## config.mk

```make
export PLATFORM = sky130hd
export DESIGN_NAME = row_accum_ctrl_flat
export DESIGN_NICKNAME = d
export VERILOG_FILES = /design/src/rtl/row_accum_ctrl_if.sv /design/src/rtl/row_accum_ctrl.sv /design/src/flat_wrapper.sv
export SDC_FILE = /design/constraint.sdc
export NUM_CORES = 1
export LEC_CHECK = 0
export BUFFER_PORTS_ARGS = -buffer_cell sky130_fd_sc_hd__buf_2
export CORE_ASPECT_RATIO = 0.9
export CORE_MARGIN = 2
export CORE_UTILIZATION = 50
export CTS_CLUSTER_DIAMETER = 50
export DETAILED_ROUTE_END_ITERATION = 8
export MAX_ROUTING_LAYER = met4
export PLACE_DENSITY = 0.76
export SLEW_MARGIN = 20
export SYNTH_ARGS = -nofsm -noshare
export SYNTH_HDL_FRONTEND = slang
export SYNTH_SLANG_ARGS = --single-unit
```

## constraint.sdc

```tcl
create_clock -name clock -period 1.6 [get_ports clock]
set_clock_uncertainty 0.05 [all_clocks]
set_input_delay 0.08 -clock clock [delete_from_list [all_inputs] [get_ports clock]]
set_output_delay 0.08 -clock clock [all_outputs]
set_load 0.05 [all_outputs]
```

## src/rtl/row_accum_ctrl_if.sv

```systemverilog
// Accumulator-side and output-side signals of the row accumulation controller.
// The datapath/driver side is master; the controller is slave.
interface row_accum_ctrl_if #(
    parameter int DW    = 24,
    parameter int SLOTS = 4,
    parameter int CW    = 4
);
    logic                  row_start;
    logic                  elem_valid;
    logic [DW:0]           accum_in;
    logic                  accum_valid;
    logic                  accum_ready;
    logic [DW-1:0]         feedback;
    logic [CW-1:0]         lat_count;
    logic [SLOTS*DW-1:0]   out_sum;
    logic [CW-1:0]         out_cnt;
    logic                  out_overflow;
    logic                  out_valid;
    logic                  out_ready;

    modport master (
        output row_start, elem_valid, accum_in, accum_valid, out_ready,
        input  accum_ready, feedback, lat_count, out_sum, out_cnt, out_overflow, out_valid
    );

    modport slave (
        input  row_start, elem_valid, accum_in, accum_valid, out_ready,
        output accum_ready, feedback, lat_count, out_sum, out_cnt, out_overflow, out_valid
    );
endinterface

```

## src/rtl/row_accum_ctrl.sv

```systemverilog
// Row accumulation controller: adder feedback gating after pipeline fill, and
// collection of per-row partial sums flushed as one packed word on the row marker.
module row_accum_ctrl #(
    parameter int DW      = 24,
    parameter int SLOTS   = 4,
    parameter int ADD_LAT = 5,
    parameter int CW      = 4
) (
    input  logic            clock,
    input  logic            reset,
    row_accum_ctrl_if.slave bus
);
    typedef enum logic [1:0] {EMPTY, FILL, FULL} state_t;

    state_t                  state, state_n;
    logic [CW-1:0]           wr_ptr, wr_ptr_n;
    logic [CW-1:0]           lat_count;
    logic                    fb_active;
    logic                    row_ovf, row_ovf_n;
    logic [SLOTS-1:0][DW-1:0] slots, slots_n, slots_wr;
    logic [SLOTS-1:0][DW-1:0] out_sum, out_sum_n;
    logic [CW-1:0]           out_cnt, out_cnt_n;
    logic                    out_overflow, out_overflow_n;
    logic                    out_valid, out_valid_n;

    logic          accum_ready, take, marker, room, lat_full;
    logic [DW-1:0] data;

    assign accum_ready = !out_valid || bus.out_ready;
    assign take        = bus.accum_valid && accum_ready;
    assign marker      = bus.accum_in[DW];
    assign data        = bus.accum_in[DW-1:0];
    assign room        = (state != FULL);
    assign lat_full    = (lat_count == CW'(ADD_LAT));

    // Latency path: independent of the collector.
    always_ff @(posedge clock) begin
        if (reset) begin
            lat_count <= '0;
            fb_active <= 1'b0;
        end else begin
            if (bus.row_start)
                lat_count <= CW'(1);
            else if (bus.elem_valid && lat_count < CW'(ADD_LAT))
                lat_count <= lat_count + CW'(1);

            if (bus.row_start)
                fb_active <= 1'b0;
            else if (lat_full)
                fb_active <= 1'b1;
        end
    end

    always_ff @(posedge clock) begin
        if (reset) begin
            state        <= EMPTY;
            wr_ptr       <= '0;
            slots        <= '0;
            row_ovf      <= 1'b0;
            out_sum      <= '0;
            out_cnt      <= '0;
            out_overflow <= 1'b0;
            out_valid    <= 1'b0;
        end else begin
            state        <= state_n;
            wr_ptr       <= wr_ptr_n;
            slots        <= slots_n;
            row_ovf      <= row_ovf_n;
            out_sum      <= out_sum_n;
            out_cnt      <= out_cnt_n;
            out_overflow <= out_overflow_n;
            out_valid    <= out_valid_n;
        end
    end

    always_comb begin
        wr_ptr_n       = wr_ptr;
        slots_n        = slots;
        row_ovf_n      = row_ovf;
        out_sum_n      = out_sum;
        out_cnt_n      = out_cnt;
        out_overflow_n = out_overflow;
        out_valid_n    = out_valid && !bus.out_ready;

        // Slot image with this beat written in, used both for fill and flush.
        slots_wr = slots;
        for (int k = 0; k < SLOTS; k++)
            if (room && wr_ptr == CW'(k))
                slots_wr[k] = data;

        if (take) begin
            if (marker) begin
                out_sum_n      = slots_wr;
                out_cnt_n      = wr_ptr + CW'(room);
                out_overflow_n = row_ovf | !room;
                out_valid_n    = 1'b1;
                slots_n        = '0;
                wr_ptr_n       = '0;
                row_ovf_n      = 1'b0;
            end else begin
                slots_n = slots_wr;
                if (room)
                    wr_ptr_n = wr_ptr + CW'(1);
                else
                    row_ovf_n = 1'b1;
            end
        end

        if (wr_ptr_n == '0)
            state_n = EMPTY;
        else if (wr_ptr_n == CW'(SLOTS))
            state_n = FULL;
        else
            state_n = FILL;
    end

    assign bus.accum_ready  = accum_ready;
    assign bus.feedback     = (!bus.row_start && (fb_active || lat_full)) ? data : '0;
    assign bus.lat_count    = lat_count;
    assign bus.out_sum      = out_sum;
    assign bus.out_cnt      = out_cnt;
    assign bus.out_overflow = out_overflow;
    assign bus.out_valid    = out_valid;
endmodule

```

## src/flat_wrapper.sv

```systemverilog
// flat-port wrapper written by rule: the top's interface ports become plain ports
module row_accum_ctrl_flat 
#(
    parameter int DW      = 24,
    parameter int SLOTS   = 4,
    parameter int ADD_LAT = 5,
    parameter int CW      = 4
)
  (clock, reset, bus_row_start, bus_elem_valid, bus_accum_in, bus_accum_valid, bus_out_ready, bus_accum_ready, bus_feedback, bus_lat_count, bus_out_sum, bus_out_cnt, bus_out_overflow, bus_out_valid);
  row_accum_ctrl_if #(.DW(DW), .SLOTS(SLOTS), .CW(CW)) bus_i ();
  input  logic clock;
  input  logic reset;
  input wire logic [$bits(bus_i.row_start)-1:0] bus_row_start;
  input wire logic [$bits(bus_i.elem_valid)-1:0] bus_elem_valid;
  input wire logic [$bits(bus_i.accum_in)-1:0] bus_accum_in;
  input wire logic [$bits(bus_i.accum_valid)-1:0] bus_accum_valid;
  input wire logic [$bits(bus_i.out_ready)-1:0] bus_out_ready;
  output wire logic [$bits(bus_i.accum_ready)-1:0] bus_accum_ready;
  output wire logic [$bits(bus_i.feedback)-1:0] bus_feedback;
  output wire logic [$bits(bus_i.lat_count)-1:0] bus_lat_count;
  output wire logic [$bits(bus_i.out_sum)-1:0] bus_out_sum;
  output wire logic [$bits(bus_i.out_cnt)-1:0] bus_out_cnt;
  output wire logic [$bits(bus_i.out_overflow)-1:0] bus_out_overflow;
  output wire logic [$bits(bus_i.out_valid)-1:0] bus_out_valid;
  assign bus_i.row_start = bus_row_start;
  assign bus_i.elem_valid = bus_elem_valid;
  assign bus_i.accum_in = bus_accum_in;
  assign bus_i.accum_valid = bus_accum_valid;
  assign bus_i.out_ready = bus_out_ready;
  assign bus_accum_ready = bus_i.accum_ready;
  assign bus_feedback = bus_i.feedback;
  assign bus_lat_count = bus_i.lat_count;
  assign bus_out_sum = bus_i.out_sum;
  assign bus_out_cnt = bus_i.out_cnt;
  assign bus_out_overflow = bus_i.out_overflow;
  assign bus_out_valid = bus_i.out_valid;
  row_accum_ctrl #(.DW(DW), .SLOTS(SLOTS), .ADD_LAT(ADD_LAT), .CW(CW)) u_core (.clock(clock), .reset(reset), .bus(bus_i));
endmodule
```

==> results_dict.tcl <==
set metrics [dict create \
    path_class "flip-flop to primary output" \
    hold_viol 0 \
    cts_tree "done" \
    final_nets 1166 \
    cts-root-buf "clkbuf_16" \
    synth-compound-area-share 0.169 \
    multi_input_area_um2 4610 \
    startpoint_type "flip-flop" \
    critPathMaxFanout 12 \
    endpoint_kind "primary output" \
    die_h_um 128 \
    ctsHtreeMaxLevel 1 \
    timing.final.crit_share 1.28 \
    die-area_um2 18200 \
    drv_slew 0 \
    hold_ws_ns 0.0476 \
    detail_route.vias_per_cell 5.82 \
    ys_async_sr_fraction 0 \
    cts_buffer_depth 3 \
    synth_top_family_by_area "compound AO/OA/AOI/OAI gates" \
    antenna_cells 0 \
    grt-ovfl-total 0 \
    cts_made_buffers 22 \
    track_usage 0.269 \
    ys_seq_elements 210 \
    io_pins 162 \
    regArea_um2 4230 \
    grt_setup_unrepaired "true" \
    ys_types 39 \
    syn_avg_cell_area_um2 9.54 \
    yosysTopAreaCell "dfxtp_1" \
    place_congestion 0.838 \
    hp-class "input pin to flip-flop" \
    grt_pass1_wl_mm 38.0 \
    syn_area_um2 8590 \
    vias 7866 \
    p_per_area_nw_per_um2 987 \
    report.final.setup_viol 45 \
    yosys-top-cells-count "dfxtp_1 (210), nor2_1 (107), nand2_1 (102), mux2i_1 (97), o21ai_0 (90)" \
    fill_cells 1127 \
    synth_fa_ha_area_frac 0.0131 \
    cp.arrival_ns 1.92 \
    drt_iter0_drc 711 \
    synthFlopType "dfxtp_1" \
    cts.clk_slew.worst_paths_ns 0.06 \
    grt_max_degree 78 \
    core_um2 16800 \
    dr.pass1.iters 6 \
    peakVddDrop_mv 0.747 \
    tightest_slew_ns 0.594 \
    synth-edff-count 0 \
    leakage_nw 4.84 \
    antenna_found_initial 0 \
    maxSlewHeadroom 0.604 \
    synth_simple_gate_area_share 0.151 \
    synthCells 900 \
    violations "setup timing" \
    area_delta_synth_final_pct 42.0 \
    muxShareOfSynthArea 0.113 \
    drt_wl_total_mm 28.6 \
    dp.final_hpwl_mm 15.0 \
    outcome "finished with violations" \
    power_mw 12.0 \
    reg2reg_slack_ns -0.08 \
    drv_cap 0 \
    die-width_um 142 \
    grt_pass1_vias 7097 \
    min_period_ns 2.05 \
    yosysSeqAreaShare 0.490 \
    layout-drive-gt1-share 0.394 \
    fin_tns_setup_ns -10.76 \
    avgRoutedWirePerCell_um 21.2 \
    cts.sinks 210 \
    yosys.area_share.xor_xnor 0.00510 \
    synthTopCellsByArea "dfxtp_1 (49%), mux2i_1 (11%), a22oi_1 (7.3%)" \
    port_buffers 161 \
    yosysMostFrequentCell "dfxtp_1" \
    synth-warning-count 0 \
    max_freq_ghz 0.488 \
    yosys.area.top_type_share 0.490 \
    setup_slack_ns -0.451 \
    ant_nets 0 \
    drcViolationCount 0 \
    fp-row-count 45 \
    worstSkewPairLatency_ns 0.50 \
    initial_core_util 0.510 \
    synth_nets 940 \
    cp_data_required_time_ns 1.47 \
]
[metal layers]
layer,share of wire,global-route usage,vias up
met5,0,-,-
met2,0.46,0.419,366
met4,0.036,0.0735,0
met3,0.078,0.0387,80
li1,-,-,3579
met1,0.43,0.368,3841
[flip-flops by register name, indices dropped and copies added (netlist names)]
name,flops
u_core.bus.out_sum,96
u_core.slots,96
u_core.bus.lat_count,4
u_core.bus.out_cnt,4
u_core.wr_ptr,4
u_core.state,2
u_core.bus.out_overflow,1
u_core.bus.out_valid,1
u_core.fb_active,1
u_core.row_ovf,1
[logic make-up (layout without fill, tap and decap cells)]
group	after synthesis	in the layout
AOI/OAI and AO/OA	210	210
xor gates and xnor gates	5	5
adders and majority gates	9	9
buffers and inverters	80	311
DFF	210	210
muxes	97	97
and+or+nand+nor	289	298
[through the flow]
| stage | cells | worst slack (ns) | area (um^2) | util |
|---|---|---|---|---|
| after global routing | 1351 | -0.492 | 12200 | 0.724 |
| after global placement | 1244 | -0.530 | 10000 | 0.594 |
| after floorplan | 900 | -0.0672 | 8880 | - |
| final | 1351 | -0.451 | 12200 | 0.724 |
| after detailed placement | 1244 | -0.626 | 10000 | 0.594 |
| after CTS | 1320 | -0.442 | 11400 | 0.675 |
[final timing paths]
path	to	from	cells past startpoint
worst max-delay path	bus_feedback[4]	u_core.bus.lat_count[1]	7
worst min-delay path	u_core.slots[1]	reset	3
worst max register to register	u_core.bus.out_sum[74]	u_core.wr_ptr[1]	6
worst min register to register	u_core.bus.out_sum[58]	u_core.bus.out_sum[58]	2
[report_power, final]
group	switching [mW]	internal, mW
logic	0.927	0.568
clock network	2.07	3.09
registers	0.0603	5.32
[cell usage in the layout, fill, tap and decap left out, types with 23 or more instances in the layout]
cell,n
a22oi_2,70
buf_6,29
dfxtp_1,203
o21ai_0,74
nor2b_1,26
nor2_1,105
and2_4,23
clkbuf_16,33
mux2i_1,73
nand2_1,99
buf_2,136
buf_4,32
dlygate4sd3_1,29
a22oi_1,26
[timing repair]
| action | CTS | global route |
|---|---|---|
| hold buffers | 29 | 0 |
| pin swaps | 9 | 43 |
| buffers inserted | 5 | 16 |
| setup endpoints to repair | 78 | 182 |
| cloned | 4 | 17 |
| resized for setup | 87 | 102 |
| hold endpoints to repair | 97 | 0 |
[area by class of cell]
class | count | area share
clock buffer | 34 | 0.0531
clock inverter | 4 | 0.00575
inverter | 7 | 0.00298
multi-input combinational | 619 | 0.378
sequential | 210 | 0.347
tap | 211 | 0.0217
timing repair buffer | 266 | 0.192
[critical path: stages (launching register included)]
cell     delay [ns]
dfxtp_4        0.36
inv_4          0.04
ha_4           0.15
a31oi_4        0.30
nor2_4         0.06
buf_12         0.16
and2_2         0.20
buf_6          0.15
Power figures use the tool's default switching activity.
